`src/rtl/hazard_fwd_ctrl.sv`:
```
// hazard_fwd_ctrl
// Hazard and forwarding control for the 5-stage MIPS pipeline.
// The block shadows destination-register information for the instructions
// in EX and MEM. It produces registered select lines for the two cascaded
// operand muxes on each ALU input, and a combinational one-cycle
// load-use stall. There is no 32-bit datapath in this block.
//
// Only EX and MEM are kept as slots. The WB stage is tracked implicitly:
// an instruction's forward selects already record whether the value it
// needs will be in WB while it sits in EX. WB->ID hazards are resolved by
// the write-first register file, so no WB slot state is ever consulted.
module hazard_fwd_ctrl #(
  parameter int REG_W = 5,
  parameter int CNT_W = 16
) (
  input  logic             clk,
  input  logic             rst_n,
  input  logic             id_valid,
  input  logic [REG_W-1:0] id_rs,
  input  logic [REG_W-1:0] id_rt,
  input  logic             id_uses_rs,
  input  logic             id_uses_rt,
  input  logic [REG_W-1:0] id_dst,
  input  logic             id_regwrite,
  input  logic             id_memread,
  input  logic             flush,
  input  logic             freeze,
  output logic             stall,
  output logic             ex_fwd_a_wb,
  output logic             ex_fwd_a_mem,
  output logic             ex_fwd_b_wb,
  output logic             ex_fwd_b_mem,
  output logic [CNT_W-1:0] stall_cnt
);

  localparam logic [REG_W-1:0] REG_ZERO = {REG_W{1'b0}};
  localparam logic [CNT_W-1:0] CNT_MAX  = {CNT_W{1'b1}};
  localparam logic [CNT_W-1:0] CNT_ONE  = {{(CNT_W-1){1'b0}}, 1'b1};

  // A slot produces register r when it is live, writes the register file
  // and targets r. Register $0 is hard-wired and never produced.
  function automatic logic slot_writes(
    input logic             valid,
    input logic             regwrite,
    input logic [REG_W-1:0] dst,
    input logic [REG_W-1:0] r
  );
    slot_writes = valid && regwrite && (dst == r) && (r != REG_ZERO);
  endfunction

  // EX slot
  logic             ex_valid_r;
  logic [REG_W-1:0] ex_dst_r;
  logic             ex_regwrite_r;
  logic             ex_memread_r;

  // MEM slot (memread is no longer relevant once the load has left EX)
  logic             mem_valid_r;
  logic [REG_W-1:0] mem_dst_r;
  logic             mem_regwrite_r;

  // Forward select registers and stall counter
  logic             fwd_a_wb_r;
  logic             fwd_a_mem_r;
  logic             fwd_b_wb_r;
  logic             fwd_b_mem_r;
  logic [CNT_W-1:0] stall_cnt_r;

  // Combinational decisions
  logic             ex_load_s;
  logic             rs_load_dep_s;
  logic             rt_load_dep_s;
  logic             stall_s;
  logic             accept_s;
  logic             nxt_a_wb_s;
  logic             nxt_a_mem_s;
  logic             nxt_b_wb_s;
  logic             nxt_b_mem_s;

  // Load-use detection, ID acceptance and next forward selects
  always_comb begin
    ex_load_s     = 1'b0;
    rs_load_dep_s = 1'b0;
    rt_load_dep_s = 1'b0;
    stall_s       = 1'b0;
    accept_s      = 1'b0;
    nxt_a_wb_s    = 1'b0;
    nxt_a_mem_s   = 1'b0;
    nxt_b_wb_s    = 1'b0;
    nxt_b_mem_s   = 1'b0;

    // A load in EX whose data is not available until the end of MEM
    ex_load_s = ex_valid_r && ex_memread_r && ex_regwrite_r && (ex_dst_r != REG_ZERO);

    rs_load_dep_s = id_uses_rs && (id_rs == ex_dst_r);
    rt_load_dep_s = id_uses_rt && (id_rt == ex_dst_r);

    // A flushed ID instruction is discarded anyway, so it never stalls
    if (id_valid && !flush && ex_load_s && (rs_load_dep_s || rt_load_dep_s)) begin
      stall_s = 1'b1;
    end else begin
      stall_s = 1'b0;
    end

    accept_s = id_valid && !stall_s && !flush;

    if (accept_s) begin
      // EX producer becomes MEM next cycle; a load there cannot forward yet
      nxt_a_mem_s = id_uses_rs && !ex_memread_r &&
                    slot_writes(ex_valid_r, ex_regwrite_r, ex_dst_r, id_rs);
      nxt_b_mem_s = id_uses_rt && !ex_memread_r &&
                    slot_writes(ex_valid_r, ex_regwrite_r, ex_dst_r, id_rt);
      // MEM producer becomes WB next cycle
      nxt_a_wb_s  = id_uses_rs &&
                    slot_writes(mem_valid_r, mem_regwrite_r, mem_dst_r, id_rs);
      nxt_b_wb_s  = id_uses_rt &&
                    slot_writes(mem_valid_r, mem_regwrite_r, mem_dst_r, id_rt);
    end else begin
      // Bubble entering EX carries no forwarding
      nxt_a_wb_s  = 1'b0;
      nxt_a_mem_s = 1'b0;
      nxt_b_wb_s  = 1'b0;
      nxt_b_mem_s = 1'b0;
    end
  end

  // Pipeline slot shadow: advance on every unfrozen edge
  always_ff @(posedge clk) begin
    if (!rst_n) begin
      ex_valid_r     <= 1'b0;
      ex_dst_r       <= REG_ZERO;
      ex_regwrite_r  <= 1'b0;
      ex_memread_r   <= 1'b0;
      mem_valid_r    <= 1'b0;
      mem_dst_r      <= REG_ZERO;
      mem_regwrite_r <= 1'b0;
    end else if (!freeze) begin
      mem_valid_r    <= ex_valid_r;
      mem_dst_r      <= ex_dst_r;
      mem_regwrite_r <= ex_regwrite_r;
      if (accept_s) begin
        ex_valid_r    <= 1'b1;
        ex_dst_r      <= id_dst;
        ex_regwrite_r <= id_regwrite;
        ex_memread_r  <= id_memread;
      end else begin
        ex_valid_r    <= 1'b0;
        ex_dst_r      <= REG_ZERO;
        ex_regwrite_r <= 1'b0;
        ex_memread_r  <= 1'b0;
      end
    end
  end

  // Forward select registers: valid for the whole EX cycle of the instruction
  always_ff @(posedge clk) begin
    if (!rst_n) begin
      fwd_a_wb_r  <= 1'b0;
      fwd_a_mem_r <= 1'b0;
      fwd_b_wb_r  <= 1'b0;
      fwd_b_mem_r <= 1'b0;
    end else if (!freeze) begin
      fwd_a_wb_r  <= nxt_a_wb_s;
      fwd_a_mem_r <= nxt_a_mem_s;
      fwd_b_wb_r  <= nxt_b_wb_s;
      fwd_b_mem_r <= nxt_b_mem_s;
    end
  end

  // Saturating count of effective load-use stall cycles
  always_ff @(posedge clk) begin
    if (!rst_n) begin
      stall_cnt_r <= {CNT_W{1'b0}};
    end else if (!freeze && stall_s && (stall_cnt_r != CNT_MAX)) begin
      stall_cnt_r <= stall_cnt_r + CNT_ONE;
    end
  end

  assign stall        = stall_s;
  assign ex_fwd_a_wb  = fwd_a_wb_r;
  assign ex_fwd_a_mem = fwd_a_mem_r;
  assign ex_fwd_b_wb  = fwd_b_wb_r;
  assign ex_fwd_b_mem = fwd_b_mem_r;
  assign stall_cnt    = stall_cnt_r;

endmodule

```
`config.mk`:
```
export PLATFORM = sky130hd
export DESIGN_NAME = hazard_fwd_ctrl
export DESIGN_NICKNAME = d
export VERILOG_FILES = /design/src/rtl/hazard_fwd_ctrl.sv
export SDC_FILE = /design/constraint.sdc
export NUM_CORES = 1
export LEC_CHECK = 0
export ABC_AREA = 0
export BUFFER_PORTS_ARGS = -buffer_cell sky130_fd_sc_hd__buf_2
export CAP_MARGIN = 20
export CORE_ASPECT_RATIO = 2
export CORE_MARGIN = 4
export CORE_UTILIZATION = 43
export CTS_CLUSTER_SIZE = 16
export DETAILED_ROUTE_END_ITERATION = 7
export GPL_TIMING_DRIVEN = 0
export PLACE_DENSITY = 0.75
export SLEW_MARGIN = 30
export SYNTH_ARGS = -nofsm -noshare
export SYNTH_HDL_FRONTEND = slang
export SYNTH_SLANG_ARGS = --single-unit
```
`constraint.sdc`:
```
create_clock -name clk -period 2.7 [get_ports clk]
set_input_delay 0.675 -clock clk [delete_from_list [all_inputs] [get_ports clk]]
set_output_delay 0.675 -clock clk [all_outputs]
set_load 0.02 [all_outputs]
```
After elaboration in Yosys (flattened, before gate mapping)
Index checks and enable logic that the tools add are counted.

Register bits after elaboration: 35. Bits of input ports: 24. Output and inout bits: 21. Logic and storage cells: 65.

Add/sub/neg operators: 1. Equal/unequal tests: 7. Muxes and demuxes: 9. Reduce and logical (&&, ||, !) cells: 36.

Operators by type and width (number): equality test 5 bit (6); logical AND 1 bit (28); adder 16 x 1 -> 16 bit (second input constant) (1); != test 16 bit (second input constant) (1); nonzero test 5 bit (3); two-way mux 1 bit (8); two-way mux 5 bit (1); zero test 1 bit (4); logical OR 1 bit (1).

Longest topological paths before layout
Gate-level depths: netlist of the first run.

Depth in word-level cells: 10. Mapped depth: 9. Mapped depth without buffers: 7.

Worst setup path before layout of the first run
No wires, ideal clock.

Path kind: input -> output. From: in id_rs[4]. To: out stall. Arrival: 2100 ps. Setup slack: -75 ps. Stages on the path: 6. Buffers on the path: 0. Cells stage by stage: xor2_1 > nor4_1 > and3_1 > nor2_1 > or4b_1 > inv_1.

Word-level cells in the longest chain between the ends: 5.

RTL lines: start, declared (RTL line 19) `input logic [REG_W-1:0] id_rs,`; equality test 5 bit (RTL line 95) `rs_load_dep_s = id_uses_rs && (id_rs == ex_dst_r);`; logical AND 1 bit (RTL line 95); logical OR 1 bit (RTL line 99) `if (id_valid && !flush && ex_load_s && (rs_load_dep_s || rt_load_dep_s)) begin`; logical AND 1 bit (RTL line 99); two-way mux 1 bit (RTL line 99); end, declared (RTL line 28) `output logic stall,`.

No other way between the ends.

Worst setup path in the final report of the first run
From: in id_rs[2]. To: out stall.

Same word-level chain as after synthesis.

==> impl_metrics.toml, run 1 <==
[detailed_routing]
drt_wl_total_mm = 5.10
drc_errors = 0
vias_per_cell = 5.67
first_iter_violations = 34
ant_nets = 0
drt-pass1-iter-count = 4
wire_per_inst_um = 16.5
num_vias = 1753

[sta]
rsz0062_at_grt = "yes"
fin_ws_ns = -0.271
clock.fmax_mhz = 337
worst_clock_skew_ns = 0.00829
worstMarginPinSlew_ns = 0.615
setup_violations = 1
layout_min_cycle_time_ns = 2.97
slew_headroom_pct = 59.0
hold_viol = 0
period_share_pct = 110
slew_viol_final = 0

[logic_synthesis]
synth_common_cells = "35 x dfxtp_1, 14 x nor2_1, 12 x xnor2_1, 10 x mux2i_1, 10 x nand3_1"
synthAdderAreaFrac_pct = 0.693
synth_xor_area_share_pct = 10.2
synth_top_area_share_pct = 38.8
postSynthCellCount = 197
synth_seq_cells = 35
syn_nets = 222
yosysTopAreaCell = "dfxtp_1"
synth_warnings = 0
synth_top_family_by_area = "simple AND/OR/NAND/NOR gates"
syn_area_per_cell_sq_um = 9.16
async_flop_share_pct = 0
synth_cell_types = 38
seq_area_frac_synth_pct = 38.8
syn_area_sq_um = 1800
synth_compound_area_share_pct = 16.4
synth-simple-area-share_pct = 25.2
synth.area.top_cells = "dfxtp_1 39%, xnor2_1 5.8%, mux2i_1 5.5%"
synth_edf_count = 0
synth.area.mux_share_pct = 5.55
ys_dominant_reg_cell = "dfxtp_1"
synth.most_common_cell = "dfxtp_1"

[floorplan]
fp-row-count = 33
pin_count = 45
dieArea_sq_um = 5360
die_x_um = 53.8
start_util_pct = 44.1
die_h_um = 99.6
coreArea_sq_um = 4090

[grt]
grt_pass1_vias = 1791
grt_overflow = 0
grt_first_pass_wirelength_mm = 8.27
grt_start_max_net_pins = 12
antenna_found_initial = 0
grt.total_usage_pct = 20.9

[critical_path]
r2r_slack_ns = 0.22
cp_cell_sequence = "buf_8 > xor2_2 > nor4_2 > and3_4 > nor2_4 > or4b_4 > inv_4 > buf_6"
critPathLaunchType = "input pin"
worst_r2r_path_depth = 9
critPathArrivalTime_ns = 2.30
cp_max_fo = 2
end_kind = "output pin"
crit_family = "simple AND/OR/NAND/NOR gates"
worstPathRequired_ns = 2.03
crit_type = "in -> out"
rr_endpoint = "stall_cnt[10]$_SDFFE_PN0P_"
crit_buf_inv = 3
critPathMaxStageDelay_ns = 0.54
cpMaxStageDelayCell = "or4b_4"
r2r_start = "ex_dst_r[2]$_SDFFE_PN0N_"

[run_status]
failed_checks = "negative setup slack"
status = "finished with violations"

[placement]
gp_congestion = 0.878
pre_cts_ws_ns = -0.586
port_buffers = 44
dp_hpwl_mm = 3.65

[power_and_ir_drop]
clock_power_share_pct = 43.2
p_seq_share_pct = 47.4
cellLeakagePower_uw = 0.000970
p_sw_share_pct = 21.9
p_comb_share_pct = 9.4
total_power_uw = 1110
p_int_uw = 870
power_density_nw_per_um2 = 459
p_switching_uw = 245
irDropWorstVdd_uv = 419

[final_layout]
largest_reg_flops = 16
fillers = 358
n_antenna_cell = 0
syn2layout_area_growth_pct = 34.5
nets = 281
final_layout_size_suffix_gt1_share_pct = 31.5

[clock_network]
cts.sinks = 35
root_buffer = "clkbuf_8"
h-tree-depth = 2
cts_buffer_depth = 2
path_clk_slew_ns = 0.07
cts_buffers = 5
insertion_delay_ns = 0.28
cts_tree = "yes"

[hold_path]
hp-class = "reg -> reg"
holdPathStages = 1
min_to = "ex_fwd_a_wb$_SDFFE_PN0N_"
holdCritStartpoint = "ex_fwd_a_wb$_SDFFE_PN0N_"

[flow_run]
cap_viol_max_count = 0
what timing repair did:
action	4_1_cts	5_1_grt
resized for setup	23	11
buffers inserted	6	2
pin swaps	6	6
hold buffers	0	0
gates cloned	0	0
endpoints found under the setup margin	1	1
power by group through the flow:
| stage | Combinational [uW] | Clock [uW] | Sequential, uW |
|---|---|---|---|
| 4_1_cts | 95.6 | 493 | 527 |
| 2_1_floorplan | 43.8 | 0 | 536 |
| 5_1_grt | 113 | 517 | 528 |
| 6_report | 105 | 482 | 528 |
| 3_3_place_gp | 79.1 | 0 | 538 |
| 3_5_place_dp | 80.8 | 0 | 538 |
stage by stage:
stage               hold slack (ns)  cells  cell area, sq um  TNS (ns)  util [%]
global route                  0.505    309              2430    -0.297      59.4
floorplan                     0.450    197              1810         0         -
detailed placement            0.474    293              2100    -0.768      51.3
global placement              0.461    293              2100    -0.618      51.3
CTS                           0.491    307              2350    -0.276      57.6
finish                        0.482    309              2430    -0.271      59.4
layer usage:
metal  share of wire [%]  vias to the layer above  wire length, um  track usage, %
met4                 3.4                        0              173            10.6
met1                  34                      831             1760            20.1
met3                 4.4                       14              222            3.45
li1                    -                      854                -               -
met5                   0                        -                0               0
met2                  58                       54             2940            39.3
worst max-delay path by stage:
stage / startpoint / to / slack, ns / cells past startpoint
CTS: id_rt[2] / stall / -0.28 / 8
floorplan: id_rs[4] / stall / 0.009 / 6
detailed placement: id_rt[0] / stall / -0.59 / 8
global placement: id_rt[4] / stall / -0.54 / 8
finish: id_rs[2] / stall / -0.27 / 8
global route: id_rs[2] / stall / -0.30 / 8
logic make-up (layout without fill, tap and decap cells):
logic type / Yosys count / count (layout)
flops: 35 / 35
buf+inv: 11 / 71
xor+xnor: 21 / 21
mux: 10 / 10
fa+ha+maj: 1 / 1
compound gates: 39 / 39
simple gates: 80 / 80
area by class of cell:
class,count,area (sq um),area share (%)
clock inverter,2,35.0,1.44
sequential,35,704,29.0
timing repair buffer,52,332,13.7
tap,52,65.1,2.68
buffer,7,41.3,1.70
inverter,4,17.5,0.722
clock buffer,6,82.6,3.40
multi-input combinational,151,1150,47.4
cells in the final DEF (no fill, tap or decap), types with 8 or more instances in the layout:
master   count
nand3_1     10
nand2_1      9
buf_4        8
a21oi_1      9
dfxtp_1     32
buf_2       37
a22o_1       9
xnor2_1     12
nor2_1      13
mux2i_1     10
No activity file was read; power rests on OpenSTA's default activity.
==> run 2: changes to the inputs <==
==> constraint.sdc (replaced) <==
create_clock -name clk -period 2.7 [get_ports clk]
set_input_delay 0.27 -clock clk [delete_from_list [all_inputs] [get_ports clk]]
set_output_delay 0.27 -clock clk [all_outputs]
set_load 0.02 [all_outputs]
==> impl_metrics.toml, run 2 (synthesized netlist as in run 1, its figures left out) <==
[grt]
grt.total_usage_pct = 19.7
grt_use_met2_pct = 36.4
antenna_found_initial = 0
grt_start_max_net_pins = 11
grt_overflow = 0
grt_first_pass_wirelength_mm = 7.73
grt_pass1_vias = 1652
met1_usage_pct = 19.8
grt.busiest_layer = "met2"
met3_usage_pct = 3.75

[clock_network]
cts_tree = "yes"
path_clk_slew_ns = 0.07
root_buffer = "clkbuf_8"
cts_setup_buffers = 0
insertion_delay_ns = 0.28
h-tree-depth = 2
cts_buffer_depth = 2
cts_buffers = 5
cts.sinks = 35

[placement]
placed_cells = 293
gp_congestion = 0.862
place_area_sq_um = 2090
dp_hpwl_mm = 3.67
port_buffers = 44

[critical_path]
crit_type = "reg -> out"
cp_max_fo = 6
critPathLaunchType = "flop"
worstPathRequired_ns = 2.43
end_kind = "output pin"
critPathArrivalTime_ns = 2.31
r2r_slack_ns = 0.46

[detailed_routing]
drc_errors = 0
ant_nets = 0
wire_per_inst_um = 15.9
first_iter_violations = 33
vias_per_cell = 5.66
drt-pass1-iter-count = 5
num_vias = 1697
drt_wl_total_mm = 4.78

[sta]
period_share_pct = 95.5
setup_violations = 0
slew_headroom_pct = 58.6
rsz0062_at_grt = "no"
final.setup.tns_ns = 0
slew_viol_final = 0
worst_clock_skew_ns = 0.00242
layout_min_cycle_time_ns = 2.58
hold_viol = 0
clock.fmax_mhz = 388
whs_ns = 0.208
worstMarginPinSlew_ns = 0.621

[floorplan]
coreArea_sq_um = 4090
pin_count = 45
dieArea_sq_um = 5360
fp-row-count = 33
die_x_um = 53.8
start_util_pct = 44.1
die_h_um = 99.6

[final_layout]
final_layout_size_suffix_gt1_share_pct = 25.8
layout_commonest_cell = "buf_2"
largest_reg_flops = 16
stdcell_area_sq_um = 2200
multi_input_area_sq_um = 1060
syn2layout_area_growth_pct = 21.8
final_cell_mix = "44 x buf_2, 31 x dfxtp_1, 14 x nor2_1, 12 x xnor2_1"
register_area_sq_um = 706
fillers = 400
nets = 273
n_antenna_cell = 0
stdcell_count = 300

[power_and_ir_drop]
irDropWorstVdd_uv = 372
cellLeakagePower_uw = 0.000895
power_density_nw_per_um2 = 449

[hold_path]
hp-class = "in -> reg"

[run_status]
status = "complete, no violations"

[flow_run]
cap_viol_max_count = 0
-- run 2: cell types whose count changed in the layout (fill, tap and decap cells not counted), sizes merged --
cell,delta
buf,-8
bufinv,-1
-- run 2: final cells by class --
type	count	share of cell area, %
multi-input combinational	151	48.3
sequential	35	32.1
timing repair buffer	44	10.0
clock buffer	6	3.76
tap	52	2.96
buffer	7	1.88
inverter	4	0.683
clock inverter	1	0.228
-- run 2: per-layer routing --
metal  vias up  wire [um]
met1       808       1750
li1        836          -
met5         -          0
met4         0         85
met2        46       2750
met3         7        200
-- run 2: repair_timing --
item | in CTS | in global routing
hold endpoints to repair | 0 | 0
gates cloned | 0 | 0
resized for setup | 3 | 5
pin swaps | 0 | 1
setup endpoints to repair | 1 | 1
hold buffers | 0 | 0
-- run 2: final timing paths --
path | from | endpoint | cells past startpoint
worst max-delay path | ex_dst_r[0]$_SDFFE_PN0N_ | stall | 7
worst min-delay path | id_dst[4] | ex_dst_r[4]$_SDFFE_PN0N_ | 2
worst max register to register | ex_dst_r[0]$_SDFFE_PN0N_ | stall_cnt[10]$_SDFFE_PN0P_ | 7
worst min register to register | ex_fwd_b_wb$_SDFFE_PN0N_ | ex_fwd_b_wb$_SDFFE_PN0N_ | 1
-- run 2: report_power, final --
part           total, uW  switching [uW]  internal (uW)  leakage, uW
logic               81.7            45.1           36.6     0.000564
registers            527            6.12            521     0.000284
clock network        378             178            200    0.0000470
-- run 2: worst max-delay path: stages (launching register included) --
cell	delay (ns)
dfxtp_2	0.37
xor2_1	0.17
nor4_1	0.27
and3_1	0.30
nor2_1	0.14
or4b_4	0.56
inv_1	0.07
buf_2	0.15
-- run 2: per-stage QoR --
| step | total power (uW) | worst slack (ns) | util (%) |
|---|---|---|---|
| 6_report | 987 | 0.121 | 53.7 |
| 5_1_grt | 1030 | 0.0256 | 53.7 |
| 4_1_cts | 996 | 0.00352 | 53.5 |
| 3_5_place_dp | 618 | 0.201 | 51.1 |
| 3_3_place_gp | 617 | 0.177 | 51.1 |
| 2_1_floorplan | 580 | 0.634 | - |
==> run 3: changes to the inputs <==
--- a/config.mk
+++ b/config.mk
@@ -14,6 +14,7 @@
 export CTS_CLUSTER_SIZE = 16
 export DETAILED_ROUTE_END_ITERATION = 7
 export GPL_TIMING_DRIVEN = 0
+export HOLD_SLACK_MARGIN = 0.08
 export PLACE_DENSITY = 0.75
 export SLEW_MARGIN = 30
 export SYNTH_ARGS = -nofsm -noshare
==> constraint.sdc (replaced) <==
create_clock -name clk -period 2.7 [get_ports clk]
set_input_delay 0.27 -clock clk [delete_from_list [all_inputs] [get_ports clk]]
set_output_delay 0.27 -clock clk [all_outputs]
set_load 0.1 [all_outputs]
==> impl_metrics.toml, run 3 (synthesized netlist as in run 1, its figures left out) <==
[placement]
dp_hpwl_mm = 3.67
place_area_sq_um = 2090
placed_cells = 293
port_buffers = 44
gp_congestion = 0.862
pre_cts_ws_ns = -0.0632

[critical_path]
critPathLaunchType = "flop"
r2r_start = "ex_dst_r[0]$_SDFFE_PN0N_"
worst_r2r_path_depth = 7
cpMaxStageDelayCell = "or4b_4"
end_kind = "output pin"
crit_type = "reg -> out"
rr_endpoint = "stall_cnt[10]$_SDFFE_PN0P_"
r2r_slack_ns = 0.47
critPathMaxStageDelay_ns = 0.56
worstPathRequired_ns = 2.43
cp_cell_sequence = "xor2_1 > nor4_1 > and3_2 > nor2_1 > or4b_4 > inv_2 > buf_12"
critPathArrivalTime_ns = 2.33
cp_max_fo = 6

[sta]
whs_ns = 0.207
worstMarginPinSlew_ns = 0.631
slew_viol_final = 0
fin_ws_ns = 0.100
setup_violations = 0
worst_clock_skew_ns = 0.00237
clock.fmax_mhz = 385
slew_headroom_pct = 57.9
layout_min_cycle_time_ns = 2.60
period_share_pct = 96.3
hold_viol = 0
rsz0062_at_grt = "no"

[final_layout]
nets = 274
fillers = 397
register_area_sq_um = 706
final_cell_mix = "43 x buf_2, 31 x dfxtp_1, 14 x nor2_1, 12 x xnor2_1"
layout_commonest_cell = "buf_2"
stdcell_count = 301
syn2layout_area_growth_pct = 23.1
final_util_pct = 54.3
multi_input_area_sq_um = 1060
largest_reg_flops = 16
stdcell_area_sq_um = 2220
n_antenna_cell = 0
final_layout_size_suffix_gt1_share_pct = 26.9

[detailed_routing]
wl_met2_mm = 2.82
wl_met3_um = 199
vias_per_cell = 5.65
drc_errors = 0
met1_length_mm = 1.77
drt_wl_total_mm = 4.87
drt-pass1-iter-count = 4
ant_nets = 0
num_vias = 1701
first_iter_violations = 29
wire_per_inst_um = 16.2
dr.max_layer_used = "met4"

[grt]
grt_pass1_vias = 1678
grt_first_pass_wirelength_mm = 7.85
antenna_found_initial = 0
grt_overflow = 0
grt.total_usage_pct = 20.0
grt_start_max_net_pins = 11

[power_and_ir_drop]
irDropWorstVdd_uv = 372
cellLeakagePower_uw = 0.000900
power_density_nw_per_um2 = 445

[clock_network]
hold_buffers = 0
root_buffer = "clkbuf_8"
path_clk_slew_ns = 0.07
insertion_delay_ns = 0.28
cts.sinks = 35
cts_buffer_depth = 2
h-tree-depth = 2
cts_buffers = 5
cts_tree = "yes"

[floorplan]
coreArea_sq_um = 4090
die_x_um = 53.8
die_h_um = 99.6
dieArea_sq_um = 5360
start_util_pct = 44.1
pin_count = 45
fp-row-count = 33

[hold_path]
holdCritStartpoint = "id_dst[4]"
hp-class = "in -> reg"
holdPathStages = 2
min_to = "ex_dst_r[4]$_SDFFE_PN0N_"

[flow_run]
cap_viol_max_count = 0

[run_status]
status = "complete, no violations"
==> run 3: changes by cell type in the layout (fill, tap and decap cells not counted) <==
| cell | delta |
|---|---|
| buf_2 | -1 |
| inv_2 | +1 |
| and3_2 | +1 |
| buf_12 | +1 |
| and3_1 | -1 |
| inv_1 | -1 |
| buf_4 | +1 |
==> run 3: report_power, final <==
part	total, uW	leakage [uW]	switching, uW	internal [uW]
Sequential	527	0.000284	6.13	521
Clock	378	0.0000470	178	200
Combinational	82.5	0.000569	45.6	36.9
Total	988	0.000900	230	758
==> run 3: worst max-delay path by stage <==
stage	startpoint	end	cells past startpoint
after CTS	ex_dst_r[2]$_SDFFE_PN0N_	stall	7
after global routing	ex_dst_r[4]$_SDFFE_PN0N_	stall	7
after detailed placement	ex_dst_r[0]$_SDFFE_PN0N_	stall	7
after floorplan	ex_dst_r[0]$_SDFFE_PN0N_	stall	6
final	ex_dst_r[0]$_SDFFE_PN0N_	stall	7
after global placement	ex_dst_r[0]$_SDFFE_PN0N_	stall	7
==> run 3: repair_timing <==
| action | in CTS | in global routing |
|---|---|---|
| gates resized for setup | 11 | 3 |
| setup endpoints to repair | 1 | 1 |
| pin swaps | 1 | 2 |
| setup buffers | 0 | 1 |
==> run 3: critical path: cells and delay by family (launching register included) <==
family        cells  cell delay [ns]
xor+xnor          1             0.18
buf+inv           2             0.26
flops             1             0.37
simple gates      4             1.26
==> run 3: per-layer routing <==
layer	track usage [%]	vias up
met3	3.75	7
met5	0	-
met4	8.46	0
met2	37.3	48
met1	19.9	806
li1	-	840
==> run 3: layout make-up <==
cell class	count	area share [%]
plain buffers	7	1.86
inverters	4	0.676
repair buffers	45	10.9
clock inverters	1	0.225
well taps	52	2.93
flip-flops and latches	35	31.8
clock buffers	6	3.72
multi-input cells	151	47.9
==> run 3: per-stage QoR <==
stage                     TNS [ns]  total power (uW)
after floorplan                  0               580
after global placement     -0.0868               617
after detailed placement   -0.0632               618
after CTS                        0               996
after global routing             0              1030
final                            0               988
